`src/rtl/uart_tx_mmio_pkg.sv`:
```
// Shared constants for the memory-mapped UART TX path: register map,
// status bit positions and transmitter FSM encodings.
package uart_tx_mmio_pkg;

  localparam logic [31:0] UART_DATA_ADDR = 32'h1000_0000;
  localparam logic [31:0] UART_STAT_ADDR = 32'h1000_0004;

  localparam int STAT_RX_VALID = 0;
  localparam int STAT_TX_BUSY  = 1;

  localparam logic [1:0] ST_IDLE  = 2'd0;
  localparam logic [1:0] ST_START = 2'd1;
  localparam logic [1:0] ST_DATA  = 2'd2;
  localparam logic [1:0] ST_STOP  = 2'd3;

  typedef logic [7:0] byte_t;

endpackage

```
`src/rtl/uart_tx_mmio_if.sv`:
```
// CPU-side view of the TX data register: write strobe/byte in, status flags out.
interface uart_tx_mmio_if;
  import uart_tx_mmio_pkg::*;

  byte_t tx_data_in;
  logic  tx_we_in;
  logic  tx_busy_out;
  logic  tx_active_out;
  logic  tx_overflow_out;

  modport master (
    output tx_data_in, tx_we_in,
    input  tx_busy_out, tx_active_out, tx_overflow_out
  );

  modport slave (
    input  tx_data_in, tx_we_in,
    output tx_busy_out, tx_active_out, tx_overflow_out
  );
endinterface

```
`src/rtl/uart_tx_fifo.sv`:
```
// Small synchronous byte FIFO; head entry is presented combinationally.
module uart_tx_fifo
  import uart_tx_mmio_pkg::*;
#(
  parameter int DEPTH = 4
) (
  input  logic                   clk,
  input  logic                   rst,
  input  logic                   wr_en,
  input  byte_t                  wr_data,
  input  logic                   rd_en,
  output byte_t                  rd_data,
  output logic [$clog2(DEPTH):0] count,
  output logic                   full,
  output logic                   empty
);
  localparam int AW = $clog2(DEPTH);

  byte_t         mem [DEPTH];
  logic [AW-1:0] wptr, rptr;
  logic          wr_ok, rd_ok;

  // Full is judged on the registered count, so a pop cannot make room
  // for a write on the same edge.
  assign full    = (count == (AW+1)'(DEPTH));
  assign empty   = (count == '0);
  assign wr_ok   = wr_en & ~full;
  assign rd_ok   = rd_en & ~empty;
  assign rd_data = mem[rptr];

  always_ff @(posedge clk) begin
    if (rst) begin
      wptr  <= '0;
      rptr  <= '0;
      count <= '0;
    end else begin
      if (wr_ok) begin
        mem[wptr] <= wr_data;
        wptr      <= wptr + 1'b1;
      end
      if (rd_ok) rptr <= rptr + 1'b1;
      case ({wr_ok, rd_ok})
        2'b10:   count <= count + 1'b1;
        2'b01:   count <= count - 1'b1;
        default: count <= count;
      endcase
    end
  end
endmodule

```
`src/rtl/uart_tx_mmio.sv`:
```
// 8N1 UART transmitter fed by a byte queue behind the MMIO data register.
module uart_tx_mmio
  import uart_tx_mmio_pkg::*;
#(
  parameter int CLK_HZ     = 100_000_000,
  parameter int BAUD       = 115_200,
  parameter int FIFO_DEPTH = 4
) (
  input  logic           clk,
  input  logic           rst,
  uart_tx_mmio_if.slave  bus,
  output logic           txd
);
  localparam int CLKS_PER_BIT = CLK_HZ / BAUD;
  localparam int BW           = $clog2(CLKS_PER_BIT);
  localparam int CW           = $clog2(FIFO_DEPTH) + 1;

  logic [1:0]    state;
  logic [BW-1:0] baud_cnt;
  logic [2:0]    bit_cnt;
  byte_t         sr;
  logic          overflow;
  logic          bit_end;
  logic          pop;
  byte_t         head;
  logic [CW-1:0] fifo_count;
  logic          fifo_full, fifo_empty;

  assign bit_end = (baud_cnt == BW'(CLKS_PER_BIT - 1));
  // Pop either from idle or at the end of a stop bit for gap-free frames.
  assign pop = ~fifo_empty & ((state == ST_IDLE) | ((state == ST_STOP) & bit_end));

  uart_tx_fifo #(.DEPTH(FIFO_DEPTH)) u_fifo (
    .clk    (clk),
    .rst    (rst),
    .wr_en  (bus.tx_we_in),
    .wr_data(bus.tx_data_in),
    .rd_en  (pop),
    .rd_data(head),
    .count  (fifo_count),
    .full   (fifo_full),
    .empty  (fifo_empty)
  );

  assign bus.tx_busy_out     = (fifo_count == CW'(FIFO_DEPTH));
  assign bus.tx_active_out   = (state != ST_IDLE) | (fifo_count != '0);
  assign bus.tx_overflow_out = overflow;

  always_ff @(posedge clk) begin
    if (rst) begin
      state    <= ST_IDLE;
      txd      <= 1'b1;
      baud_cnt <= '0;
      bit_cnt  <= '0;
      sr       <= '0;
      overflow <= 1'b0;
    end else begin
      if (bus.tx_we_in & fifo_full) overflow <= 1'b1;
      if (state == ST_IDLE) begin
        if (!fifo_empty) begin
          sr       <= head;
          txd      <= 1'b0;
          state    <= ST_START;
          baud_cnt <= '0;
        end
      end else if (!bit_end) begin
        baud_cnt <= baud_cnt + 1'b1;
      end else begin
        baud_cnt <= '0;
        case (state)
          ST_START: begin
            txd     <= sr[0];
            bit_cnt <= '0;
            state   <= ST_DATA;
          end
          ST_DATA: begin
            if (bit_cnt == 3'd7) begin
              txd   <= 1'b1;
              state <= ST_STOP;
            end else begin
              txd     <= sr[1];
              sr      <= sr >> 1;
              bit_cnt <= bit_cnt + 1'b1;
            end
          end
          default: begin
            if (!fifo_empty) begin
              sr    <= head;
              txd   <= 1'b0;
              state <= ST_START;
            end else begin
              state <= ST_IDLE;
            end
          end
        endcase
      end
    end
  end
endmodule
```
`src/flat_wrapper.sv`:
```
// flat-port wrapper written by rule: the top's interface ports become plain ports
module uart_tx_mmio_flat import uart_tx_mmio_pkg::*;
#(
  parameter int CLK_HZ     = 100_000_000,
  parameter int BAUD       = 115_200,
  parameter int FIFO_DEPTH = 4
)
  (clk, rst, txd, bus_tx_data_in, bus_tx_we_in, bus_tx_busy_out, bus_tx_active_out, bus_tx_overflow_out);
  uart_tx_mmio_if bus_i ();
  input  logic clk;
  input  logic rst;
  output logic txd;
  input wire logic [$bits(bus_i.tx_data_in)-1:0] bus_tx_data_in;
  input wire logic [$bits(bus_i.tx_we_in)-1:0] bus_tx_we_in;
  output wire logic [$bits(bus_i.tx_busy_out)-1:0] bus_tx_busy_out;
  output wire logic [$bits(bus_i.tx_active_out)-1:0] bus_tx_active_out;
  output wire logic [$bits(bus_i.tx_overflow_out)-1:0] bus_tx_overflow_out;
  assign bus_i.tx_data_in = bus_tx_data_in;
  assign bus_i.tx_we_in = bus_tx_we_in;
  assign bus_tx_busy_out = bus_i.tx_busy_out;
  assign bus_tx_active_out = bus_i.tx_active_out;
  assign bus_tx_overflow_out = bus_i.tx_overflow_out;
  uart_tx_mmio #(.CLK_HZ(CLK_HZ), .BAUD(BAUD), .FIFO_DEPTH(FIFO_DEPTH)) u_core (.clk(clk), .rst(rst), .bus(bus_i), .txd(txd));
endmodule
```
`config.mk`:
```
export PLATFORM = sky130hd
export DESIGN_NAME = uart_tx_mmio_flat
export DESIGN_NICKNAME = d
export VERILOG_FILES = /design/src/rtl/uart_tx_mmio_pkg.sv /design/src/rtl/uart_tx_mmio_if.sv /design/src/rtl/uart_tx_fifo.sv /design/src/rtl/uart_tx_mmio.sv /design/src/flat_wrapper.sv
export SDC_FILE = /design/constraint.sdc
export NUM_CORES = 1
export LEC_CHECK = 0
export BUFFER_PORTS_ARGS = -buffer_cell sky130_fd_sc_hd__buf_2
export CAP_MARGIN = 10
export CORE_ASPECT_RATIO = 1.4
export CORE_MARGIN = 2
export CORE_UTILIZATION = 55
export DETAILED_ROUTE_END_ITERATION = 10
export PLACE_DENSITY = 0.73
export RECOVER_POWER = 100
export SLEW_MARGIN = 15
export SYNTH_ARGS = -nofsm -noshare
export SYNTH_HDL_FRONTEND = slang
export SYNTH_SLANG_ARGS = --single-unit
```
`constraint.sdc`:
```
create_clock -name clk -period 3.4 [get_ports clk]
set_clock_uncertainty 0.2 [all_clocks]
set_input_delay 0.85 -clock clk [delete_from_list [all_inputs] [get_ports clk]]
set_output_delay 0.85 -clock clk [all_outputs]
set_load 0.02 [all_outputs]
```
=== Word level (Yosys, flattened, before mapping) ===
Memory sizes are Yosys's and may differ from the RTL's. A register that Yosys moved wholly into a read port is not among the register bits.
Index checks and enable logic that the tools add are counted.

* Register bits: 32
* Bits of input ports: 11
* Output and inout bits: 4
* Memory bits (writable): 32
* Memories kept: 1

* Mux-type cells: 27
* Add/subtract/negate cells: 6
* Reductions and logical operators: 10
* Bitwise logic cells: 10
* Equal/unequal tests: 13

{| class="wikitable"
|+ Memory list
! name !! words !! bits a word !! rd ports !! clocked after memory_dff !! wr ports !! line !! text
|-
| u_core.u_fifo.mem || 4 || 8 || 1 || 1 || 1 || uart_tx_fifo.sv:19 || <nowiki>byte_t mem [DEPTH];</nowiki>
|}

{| class="wikitable"
|+ Operator list
! operator !! count
|-
| $mux 8 || 4
|-
| $mux 10 || 3
|-
| $pmux 8 s2 || 1
|-
| $mux 2 || 6
|-
| $pmux 3 s2 || 2
|-
| $add 10x1->10 const B || 1
|-
| $eq 10x10->1 const B || 1
|-
| $mux 1 || 8
|-
| $reduce_bool 2->1 || 4
|-
| $add 3x1->3 const B || 2
|-
| $eq 2x2->1 const B || 3
|-
| $eq 3x3->1 const B || 2
|-
| $reduce_and 3->1 || 2
|-
| $and 1x1->1 || 5
|-
| $add 2x1->2 const B || 2
|-
| $eq 2x1->1 const B || 2
|-
| $ne 2x2->1 const B || 2
|-
| $pmux 2 s2 || 1
|-
| $reduce_and 4->1 || 1
|-
| $logic_not 3->1 || 1
|-
| $mux 3 || 1
|-
| $ne 3x1->1 const B || 1
|-
| $ne 3x2->1 const B || 1
|-
| $not 1->1 || 3
|-
| other kinds (6) || 7
|}

=== Longest topological paths before layout ===
Gate-level depths: netlist of run 1.

* Word-level depth: 7
* Gate-level depth with buffers: 11
* Mapped depth without buffers: 10

=== Cells and area by module ===
A second synthesis of run 1 with hierarchy kept.

* Cell total of the unflattened synthesis: 270
* Area, all modules: 3093.0 um^2

{| class="wikitable"
|+ Modules (own cells, without submodules)
! module !! area an instance (um^2) !! times used !! sequential area each (um^2) !! cells each
|-
| uart_tx_fifo || 1655.3 || 1 || 1141.1 || 96
|-
| uart_tx_mmio || 1437.6 || 1 || 500.5 || 174
|}

=== Least setup slack after synthesis of run 1 ===
Ideal clock, no wire load.

* Path type: register -> register
* Start: register u_core.state[0]
* End: register u_core.u_fifo.count[2]
* Required time: 3130 ps
* Cell stages (with the launch flop): 12
* Clock period less this slack: 2705 ps
* Slack: 695 ps
* Arrival: 2435 ps
* Cells stage by stage: dfxtp_1 -> inv_1 -> ha_1 -> clkbuf_1 -> nor2_1 -> nor3_1 -> ha_1 -> inv_1 -> fa_1 -> xor2_1 -> or3_1 -> a21oi_1

* Cells in the longest elaborated chain, start to end: 7
* Elaborated cells on any way between the ends: 10
* Those cells by class: eq/ne (3); mux (1); bitwise (4); reduce/logical (2)

{| class="wikitable"
|+ RTL lines
! what !! line !! text
|-
| start, declared || uart_tx_mmio.sv:18 || <nowiki>logic [1:0] state;</nowiki>
|-
| start signal, assigned || uart_tx_mmio.sv:51 || <nowiki>state <= ST_IDLE;</nowiki>
|-
| start signal, assigned || uart_tx_mmio.sv:63 || <nowiki>state <= ST_START;</nowiki>
|-
| start signal, assigned || uart_tx_mmio.sv:74 || <nowiki>state <= ST_DATA;</nowiki>
|-
| $eq 2x2->1 || uart_tx_mmio.sv:31 || <nowiki>assign pop = ~fifo_empty & ((state == ST_IDLE) | ((state == ST_STOP) & bit_end));</nowiki>
|-
| $and 1x1->1 || uart_tx_mmio.sv:31 ||
|-
| $or 1x1->1 * || uart_tx_mmio.sv:31 ||
|-
| $and 1x1->1 * || uart_tx_mmio.sv:31 ||
|-
| $and 1x1->1 * || uart_tx_fifo.sv:28 || <nowiki>assign rd_ok = rd_en & ~empty;</nowiki>
|-
| via u_core.u_fifo.rd_ok || uart_tx_fifo.sv:21 || <nowiki>logic wr_ok, rd_ok;</nowiki>
|-
| $eq 2x1->1 or $eq 2x2->1 (tied branches) || uart_tx_fifo.sv:42 || <nowiki>case ({wr_ok, rd_ok})</nowiki>
|-
| $pmux 3 s2 or $reduce_bool 2->1 (tied branches) || n/a ||
|-
| end signal, assigned || uart_tx_fifo.sv:43 || <nowiki>2'b10: count <= count + 1'b1;</nowiki>
|-
| end signal, assigned || uart_tx_fifo.sv:44 || <nowiki>2'b01: count <= count - 1'b1;</nowiki>
|-
| end signal, assigned || uart_tx_fifo.sv:45 || <nowiki>default: count <= count;</nowiki>
|-
| end, declared || uart_tx_fifo.sv:13 || <nowiki>output logic [$clog2(DEPTH):0] count,</nowiki>
|}

Mark *: on every way through the listed nets, which the timed path passes. The rest lies on a longest branch.
A chain may end at the register's enable or synchronous reset.

=== Worst setup path in the final report of run 1 ===
* Start: register u_core.baud_cnt[0]
* End: register u_core.u_fifo.count[2]

* Cells in the longest elaborated chain, start to end: 7
* Elaborated cells on any way between the ends: 9
* Those cells by class: eq/ne (3); mux (1); bitwise (4); reduce/logical (1)

{| class="wikitable"
|+ RTL lines
! what !! line !! text
|-
| start, declared || uart_tx_mmio.sv:19 || <nowiki>logic [BW-1:0] baud_cnt;</nowiki>
|-
| start signal, assigned || uart_tx_mmio.sv:67 || <nowiki>baud_cnt <= baud_cnt + 1'b1;</nowiki>
|-
| $eq 10x10->1 * || uart_tx_mmio.sv:29 || <nowiki>assign bit_end = (baud_cnt == BW'(CLKS_PER_BIT - 1));</nowiki>
|-
| $and 1x1->1 * || uart_tx_mmio.sv:31 ||
|-
| $or 1x1->1 * || uart_tx_mmio.sv:31 ||
|-
| $and 1x1->1 * || uart_tx_mmio.sv:31 ||
|-
| $and 1x1->1 * || uart_tx_fifo.sv:28 ||
|-
| via u_core.u_fifo.rd_ok || uart_tx_fifo.sv:21 ||
|-
| $eq 2x1->1 or $eq 2x2->1 (tied branches) || uart_tx_fifo.sv:42 ||
|-
| $pmux 3 s2 or $reduce_bool 2->1 (tied branches) || n/a ||
|}

Marked as above.

==> impl_metrics.py, run 1 <==
metrics = {
    "outcome": {
        "status": "complete, but fails checks",
        "violations": "max-capacitance violations, max-slew violations",
    },
    "sta": {
        "drv_slew": 37,
        "setup_tns_ps": 0,
        "fmax_mhz": 339,
        "relSlewSlack": -0.00534,
        "setup_violations": 0,
        "fin_crit_sh": 0.867,
        "fin_crit_ps": 2950,
        "worst-slew-pin-transition_ps": 1510,
        "hold_violations": 0,
        "rsz0062_at_grt": "false",
    },
    "setup_path": {
        "rrSetupSlack_ps": 450,
        "path_depth": 10,
        "critPathLaunch": "u_core.baud_cnt[0]$_SDFFE_PP0P_",
        "cp-endpoint": "u_core.u_fifo.count[2]$_SDFFE_PP0P_",
        "cp-end-kind": "flip-flop",
        "path_class": "flip-flop to flip-flop",
        "reg2reg_depth": 10,
        "cp_top_family": "simple AND/OR/NAND/NOR gates",
        "crit_fanout": 9,
        "start_kind": "flip-flop",
        "r2r_end": "u_core.u_fifo.count[2]$_SDFFE_PP0P_",
        "slowest_delay_ps": 380,
        "cp_cell_sequence": "ha_1, and4bb_4, a31oi_4, nor3_1, ha_1, inv_1, fa_1, xor2_1, or3_1, a21oi_1",
        "crit_path_top_delay_cell": "fa_1",
        "crit_required_ps": 3460,
        "path_buf_inv": 1,
        "arrival_ps": 3010,
        "reg2reg_from": "u_core.baud_cnt[0]$_SDFFE_PP0P_",
        "path_common_cell": "ha_1",
    },
    "grt": {
        "overflow": 0,
        "grt_pass1_vias": 1883,
        "antenna_found_initial": 0,
        "grt_pass1_wl_um": 8490,
        "grtUsageTotal": 0.192,
        "grt_start_max_net_pins": 37,
    },
    "detailed_routing": {
        "viasPerCell": 5.64,
        "wl_met2_um": 2720,
        "dr.pass1.iters": 4,
        "post_drt_wl_per_cell_um": 15.1,
        "postRouteAntennaNets": 0,
        "first_iter_violations": 100,
        "top_layer_used": "met4",
        "vias": 1894,
        "wirelength_um": 5060,
        "drc": 0,
        "wl_met1_um": 2070,
        "dr_wl_met3_um": 147,
    },
    "clock_tree": {
        "clock_sinks": 66,
        "cts_made_buffers": 9,
        "clk_latency_ps": 350,
        "cts_buffer_depth": 2,
        "cts.htree.levels": 3,
        "post_cts_resized": 0,
        "cts_tree": "built",
        "post-cts-setup-buffers": 0,
        "path_clk_slew_ps": 70,
        "root_buffer": "clkbuf_8",
        "hold_buffers": 0,
    },
    "placement": {
        "dp_hpwl_um": 3470,
        "port_buffers": 14,
        "gp_congestion": 0.771,
    },
    "floorplanning": {
        "io_pins": 15,
        "initial_core_util": 0.572,
        "die_area_um2": 5970,
        "dieWidth_um": 65.9,
        "rows": 31,
        "die_y_um": 90.7,
        "fp.coreArea_um2": 5160,
    },
    "yosys": {
        "ys_types": 45,
        "synth_edf_count": 32,
        "yosys_warnings": 0,
        "synthMostInstantiatedCell": "dfxtp_1",
        "ys_top_cells_by_area": "edfxtp_1 33%, dfxtp_1 23%, mux4_2 6.1%",
        "synthArstFlopShare": 0,
        "netlist.area_leader.share": 0.326,
        "synth_area_um2": 2950,
        "synthTopCellsByCount": "34 x dfxtp_1, 32 x edfxtp_1, 25 x nor2_1, 14 x nand2_1",
        "syn-instance-count": 248,
        "seq_area_frac_synth": 0.556,
        "yosys.area.top_type": "edfxtp_1",
        "synth_seq_cells": 66,
        "ys.flop_type": "dfxtp_1",
        "syn-num-nets": 272,
        "synth.avg_cell_area_um2": 11.9,
    },
    "cells_and_area": {
        "fin_util": 0.632,
        "synthToLayoutAreaGrowth_pct": 10.5,
        "drive_gt1_frac": 0.130,
        "final_net_count": 289,
        "insertedDiodeCount": 0,
    },
    "pwr": {
        "cellPowerDensity_nw_per_um2": 821,
        "ir_worst_vdd_v": 0.000389,
        "leakagePower_uw": 0.00115,
    },
    "min_path": {
        "hp-class": "flip-flop to flip-flop",
    },
    "flow_run": {
        "drv_cap": 1,
    },
}
[cell type report]
class,instances,area [um^2]
multi-input cells,162,1220
fillers,422,1900
clock buffers,9,124
repair buffers,15,58.8
clock inverters,7,93.8
well taps,66,82.6
flip-flops and latches,66,1640
inverters,11,41.3
[state kept, by name, summed over array words and instances (netlist names), 2 cells and up, named ones only]
signal / count
u_core.bit_cnt: 3
u_core.baud_cnt: 10
u_core.state: 2
u_core.u_fifo.wptr: 2
u_core.u_fifo.count: 3
u_core.sr: 8
u_core.u_fifo.mem: 32
u_core.u_fifo.rptr: 2
[where the power goes]
part	leakage [uW]	switching [uW]	total, uW	internal, uW
combinational	0.000481	534	914	380
clock	0.000105	304	715	411
sequential	0.000568	91.2	1050	958
[layer usage]
layer,GRT usage,up-vias
met5,0,-
met2,0.331,22
met1,0.209,919
met3,0.0524,11
met4,0.0990,0
li1,-,942
[cells in the final DEF (no fill, tap or decap), types with 6 or more instances in the layout]
master,netlist,layout
dfxtp_1,34,34
edfxtp_1,32,32
nor2_1,25,25
nand2_1,14,14
clkbuf_1,7,13
a21oi_1,12,12
ha_1,12,12
inv_1,11,11
clkbuf_8,0,9
mux4_2,8,8
o21ai_0,8,8
o22ai_1,7,7
nand3_1,5,6
o22a_1,6,6
[tightest hold or removal path, delay by kind of cell (launching register included)]
| kind | cells | cell delay, ps |
|---|---|---|
| flops | 1 | 320 |
| compound gates | 1 | 50 |
| simple gates | 1 | 50 |
[cells by family (layout without fill, tap and decap cells)]
kind of cell               Yosys count  count (layout)  share of synthesized area
xor gates and xnor gates             7               7                     0.0208
and+or+nand+nor                     82              82                      0.153
muxes                               14              14                     0.0823
AOI/OAI and AO/OA                   46              46                      0.104
adders and majority gates           13              13                     0.0577
buffers and inverters               20              42                     0.0263
DFF                                 66              66                      0.556
[worst min-delay path by stage]
stage / from / to / slack (ps) / cells after the start
finish: u_core.bit_cnt[2]$_SDFFE_PP0P_ / u_core.bit_cnt[2]$_SDFFE_PP0P_ / 260 / 2
global route: u_core.bit_cnt[1]$_SDFFE_PP0P_ / u_core.bit_cnt[1]$_SDFFE_PP0P_ / 270 / 2
CTS: u_core.bit_cnt[2]$_SDFFE_PP0P_ / u_core.bit_cnt[2]$_SDFFE_PP0P_ / 260 / 2
detailed placement: u_core.bus.tx_overflow_out$_SDFFE_PP0P_ / u_core.bus.tx_overflow_out$_SDFFE_PP0P_ / 250 / 2
global placement: u_core.bit_cnt[1]$_SDFFE_PP0P_ / u_core.bit_cnt[1]$_SDFFE_PP0P_ / 240 / 2
floorplan: u_core.bit_cnt[1]$_SDFFE_PP0P_ / u_core.bit_cnt[1]$_SDFFE_PP0P_ / 240 / 2
[per-stage QoR]
stage	hold WS, ps	power, uW	setup WS [ps]	instances	area (um^2)
final	259	2680	453	336	3260
after global routing	273	2850	229	336	3260
after CTS	262	2710	467	336	3290
after detailed placement	249	1990	489	320	3070
after global placement	242	1990	598	320	3070
after floorplan	236	1780	695	248	2950
Power figures use the tool's default switching activity.
==> run 2, diff against run 1 <==
clock period = 3.22 ns   (was 3.4 ns; I/O delays follow)
==> run 2 against run 1 <==
  * The run now ends clean
  * First-iteration DRC count decreased by 15%
  * Clock-buffer cell count unchanged
  * Non-clock buffer count unchanged
  * Global-route usage down 1.2 points
  * Utilization is 0.073 points lower
  * Cell area is 0.12% lower
  * Sequential power up 6%
  * Worst hold slack better by 7.5 ps
  * Register-to-register slack lost 130 ps
  * Setup slack lost 220 ps
  * Sequential share of layout area up 0.058 points
  * Flip-flop and latch count did not move
  * Critical path type is now flip-flop to primary output
  * Largest power group unchanged
==> impl_metrics.py, run 2 (synthesized netlist as in run 1, its figures left out) <==
metrics = {
    "outcome": {
        "status": "completed",
    },
    "setup_path": {
        "path_buf_inv": 4,
        "path_class": "flip-flop to primary output",
        "path_common_cell": "inv_1",
        "crit_path_top_delay_cell": "dfxtp_1",
        "rrSetupSlack_ps": 320,
        "r2r_end": "u_core.u_fifo.count[2]$_SDFFE_PP0P_",
        "crit_required_ps": 2210,
        "cp_top_family": "buffers and inverters",
        "start_kind": "flip-flop",
        "arrival_ps": 1980,
        "slowest_delay_ps": 330,
        "cp_cell_sequence": "inv_1, ha_1, clkbuf_1, and2_1, inv_1, clkbuf_2",
        "reg2reg_depth": 10,
        "crit_fanout": 8,
        "cp-end-kind": "primary output",
        "reg2reg_from": "u_core.baud_cnt[0]$_SDFFE_PP0P_",
    },
    "floorplanning": {
        "rows": 31,
        "io_pins": 15,
        "fp.coreArea_um2": 5160,
        "initial_core_util": 0.572,
        "die_area_um2": 5970,
        "die_y_um": 90.7,
        "dieWidth_um": 65.9,
    },
    "grt": {
        "grtUsageTotal": 0.180,
        "antenna_found_initial": 0,
        "grt_start_max_net_pins": 37,
        "grt_pass1_wl_um": 8020,
        "top_usage_layer": "met2",
        "grtUsageMet3": 0.0474,
        "grtUsageMet1": 0.201,
        "overflow": 0,
        "use_met2": 0.311,
        "grt_pass1_vias": 1828,
    },
    "clock_tree": {
        "hold_buffers": 0,
        "clk_latency_ps": 330,
        "post_cts_resized": 0,
        "cts_made_buffers": 9,
        "clock_sinks": 66,
        "cts.htree.levels": 3,
        "post-cts-setup-buffers": 0,
        "cts_buffer_depth": 2,
        "path_clk_slew_ps": 70,
        "root_buffer": "clkbuf_8",
        "cts_tree": "built",
    },
    "detailed_routing": {
        "dr.pass1.iters": 4,
        "post_drt_wl_per_cell_um": 14.4,
        "viasPerCell": 5.62,
        "drc": 0,
        "first_iter_violations": 85,
        "wirelength_um": 4840,
        "postRouteAntennaNets": 0,
        "vias": 1887,
    },
    "cells_and_area": {
        "top_register": "u_core.u_fifo.mem",
        "final_common_cell": "dfxtp_1",
        "fillers": 423,
        "multiInputGateArea_um2": 1210,
        "seq_area_um2": 1640,
        "final_net_count": 289,
        "drive_gt1_frac": 0.126,
        "insertedDiodeCount": 0,
        "layout_common_cells": "34 x dfxtp_1, 32 x edfxtp_1, 25 x nor2_1",
        "largest_reg_flops": 32,
        "synthToLayoutAreaGrowth_pct": 10.4,
        "top_regs": "u_core.u_fifo.mem: 32 flops, u_core.baud_cnt: 10 flops, u_core.sr: 8 flops",
        "layoutNonFillerInstCount": 336,
    },
    "placement": {
        "port_buffers": 14,
        "dp_hpwl_um": 3410,
        "dp.cells": 320,
        "gp_congestion": 0.801,
    },
    "pwr": {
        "ir_worst_vdd_v": 0.000469,
        "power.total_uw": 2820,
        "p_int_uw": 1850,
        "pwr-share-clk": 0.265,
        "cellPowerDensity_nw_per_um2": 865,
        "p_comb_frac": 0.342,
        "pwr-share-seq": 0.393,
        "power.switching_uw": 970,
        "leakagePower_uw": 0.00115,
        "switching_share": 0.345,
    },
    "sta": {
        "worst-slew-pin-transition_ps": 1440,
        "setup_tns_ps": 0,
        "relSlewSlack": 0.0416,
        "fin_crit_ps": 2990,
        "hold_violations": 0,
        "setup_violations": 0,
        "drv_slew": 0,
        "fin_crit_sh": 0.928,
        "rsz0062_at_grt": "false",
        "fmax_mhz": 335,
    },
    "min_path": {
        "holdPathStages": 2,
        "hp-class": "flip-flop to flip-flop",
        "hold_end": "u_core.bit_cnt[1]$_SDFFE_PP0P_",
        "hp-start": "u_core.bit_cnt[1]$_SDFFE_PP0P_",
    },
    "flow_run": {
        "drv_cap": 0,
    },
}
run 2: worst max path at each step:
stage / cells after the start / slack, ps / startpoint / end
2_1_floorplan: 11 / 510 / u_core.state[0]$_SDFFE_PP0P_ / u_core.u_fifo.count[2]$_SDFFE_PP0P_
4_1_cts: 10 / 330 / u_core.baud_cnt[0]$_SDFFE_PP0P_ / u_core.u_fifo.count[2]$_SDFFE_PP0P_
6_report: 6 / 230 / u_core.state[0]$_SDFFE_PP0P_ / bus_tx_active_out
5_1_grt: 6 / 70 / u_core.state[0]$_SDFFE_PP0P_ / bus_tx_active_out
3_3_place_gp: 10 / 420 / u_core.baud_cnt[0]$_SDFFE_PP0P_ / u_core.u_fifo.count[2]$_SDFFE_PP0P_
3_5_place_dp: 10 / 310 / u_core.baud_cnt[0]$_SDFFE_PP0P_ / u_core.u_fifo.count[2]$_SDFFE_PP0P_
run 2: power groups by stage:
stage | logic [uW] | registers, uW | clock network, uW
CTS | 991 | 1110 | 762
global route | 1070 | 1130 | 791
detailed placement | 979 | 1130 | 0
floorplan | 788 | 1090 | 0
global placement | 971 | 1120 | 0
finish | 962 | 1110 | 747
run 2: per-layer routing:
layer  routed length [um]  vias up
met3                  143        7
li1                     -      939
met2                 2580       25
met5                    0        -
met1                 2050      916
met4                   71        0
run 2: cell type report:
cell class / instances / share of cell area
clock buffer: 9 / 0.0380
clock inverter: 7 / 0.0288
inverter: 11 / 0.0127
multi-input combinational: 162 / 0.373
sequential: 66 / 0.504
tap: 66 / 0.0254
timing repair buffer: 15 / 0.0181
run 2: tightest hold or removal path, cell delays in order (launching register included):
cell,delay [ps]
dfxtp_1,320
nand2_1,60
a21oi_1,50
run 2: metrics by stage:
step / hold WS [ps] / setup slack, ps / utilization / area [um^2]
after floorplan: 236 / 515 / - / 2950
after global placement: 246 / 421 / 0.596 / 3070
after detailed placement: 259 / 306 / 0.596 / 3070
after CTS: 269 / 327 / 0.638 / 3290
after global routing: 290 / 70.1 / 0.631 / 3260
final: 266 / 231 / 0.631 / 3260
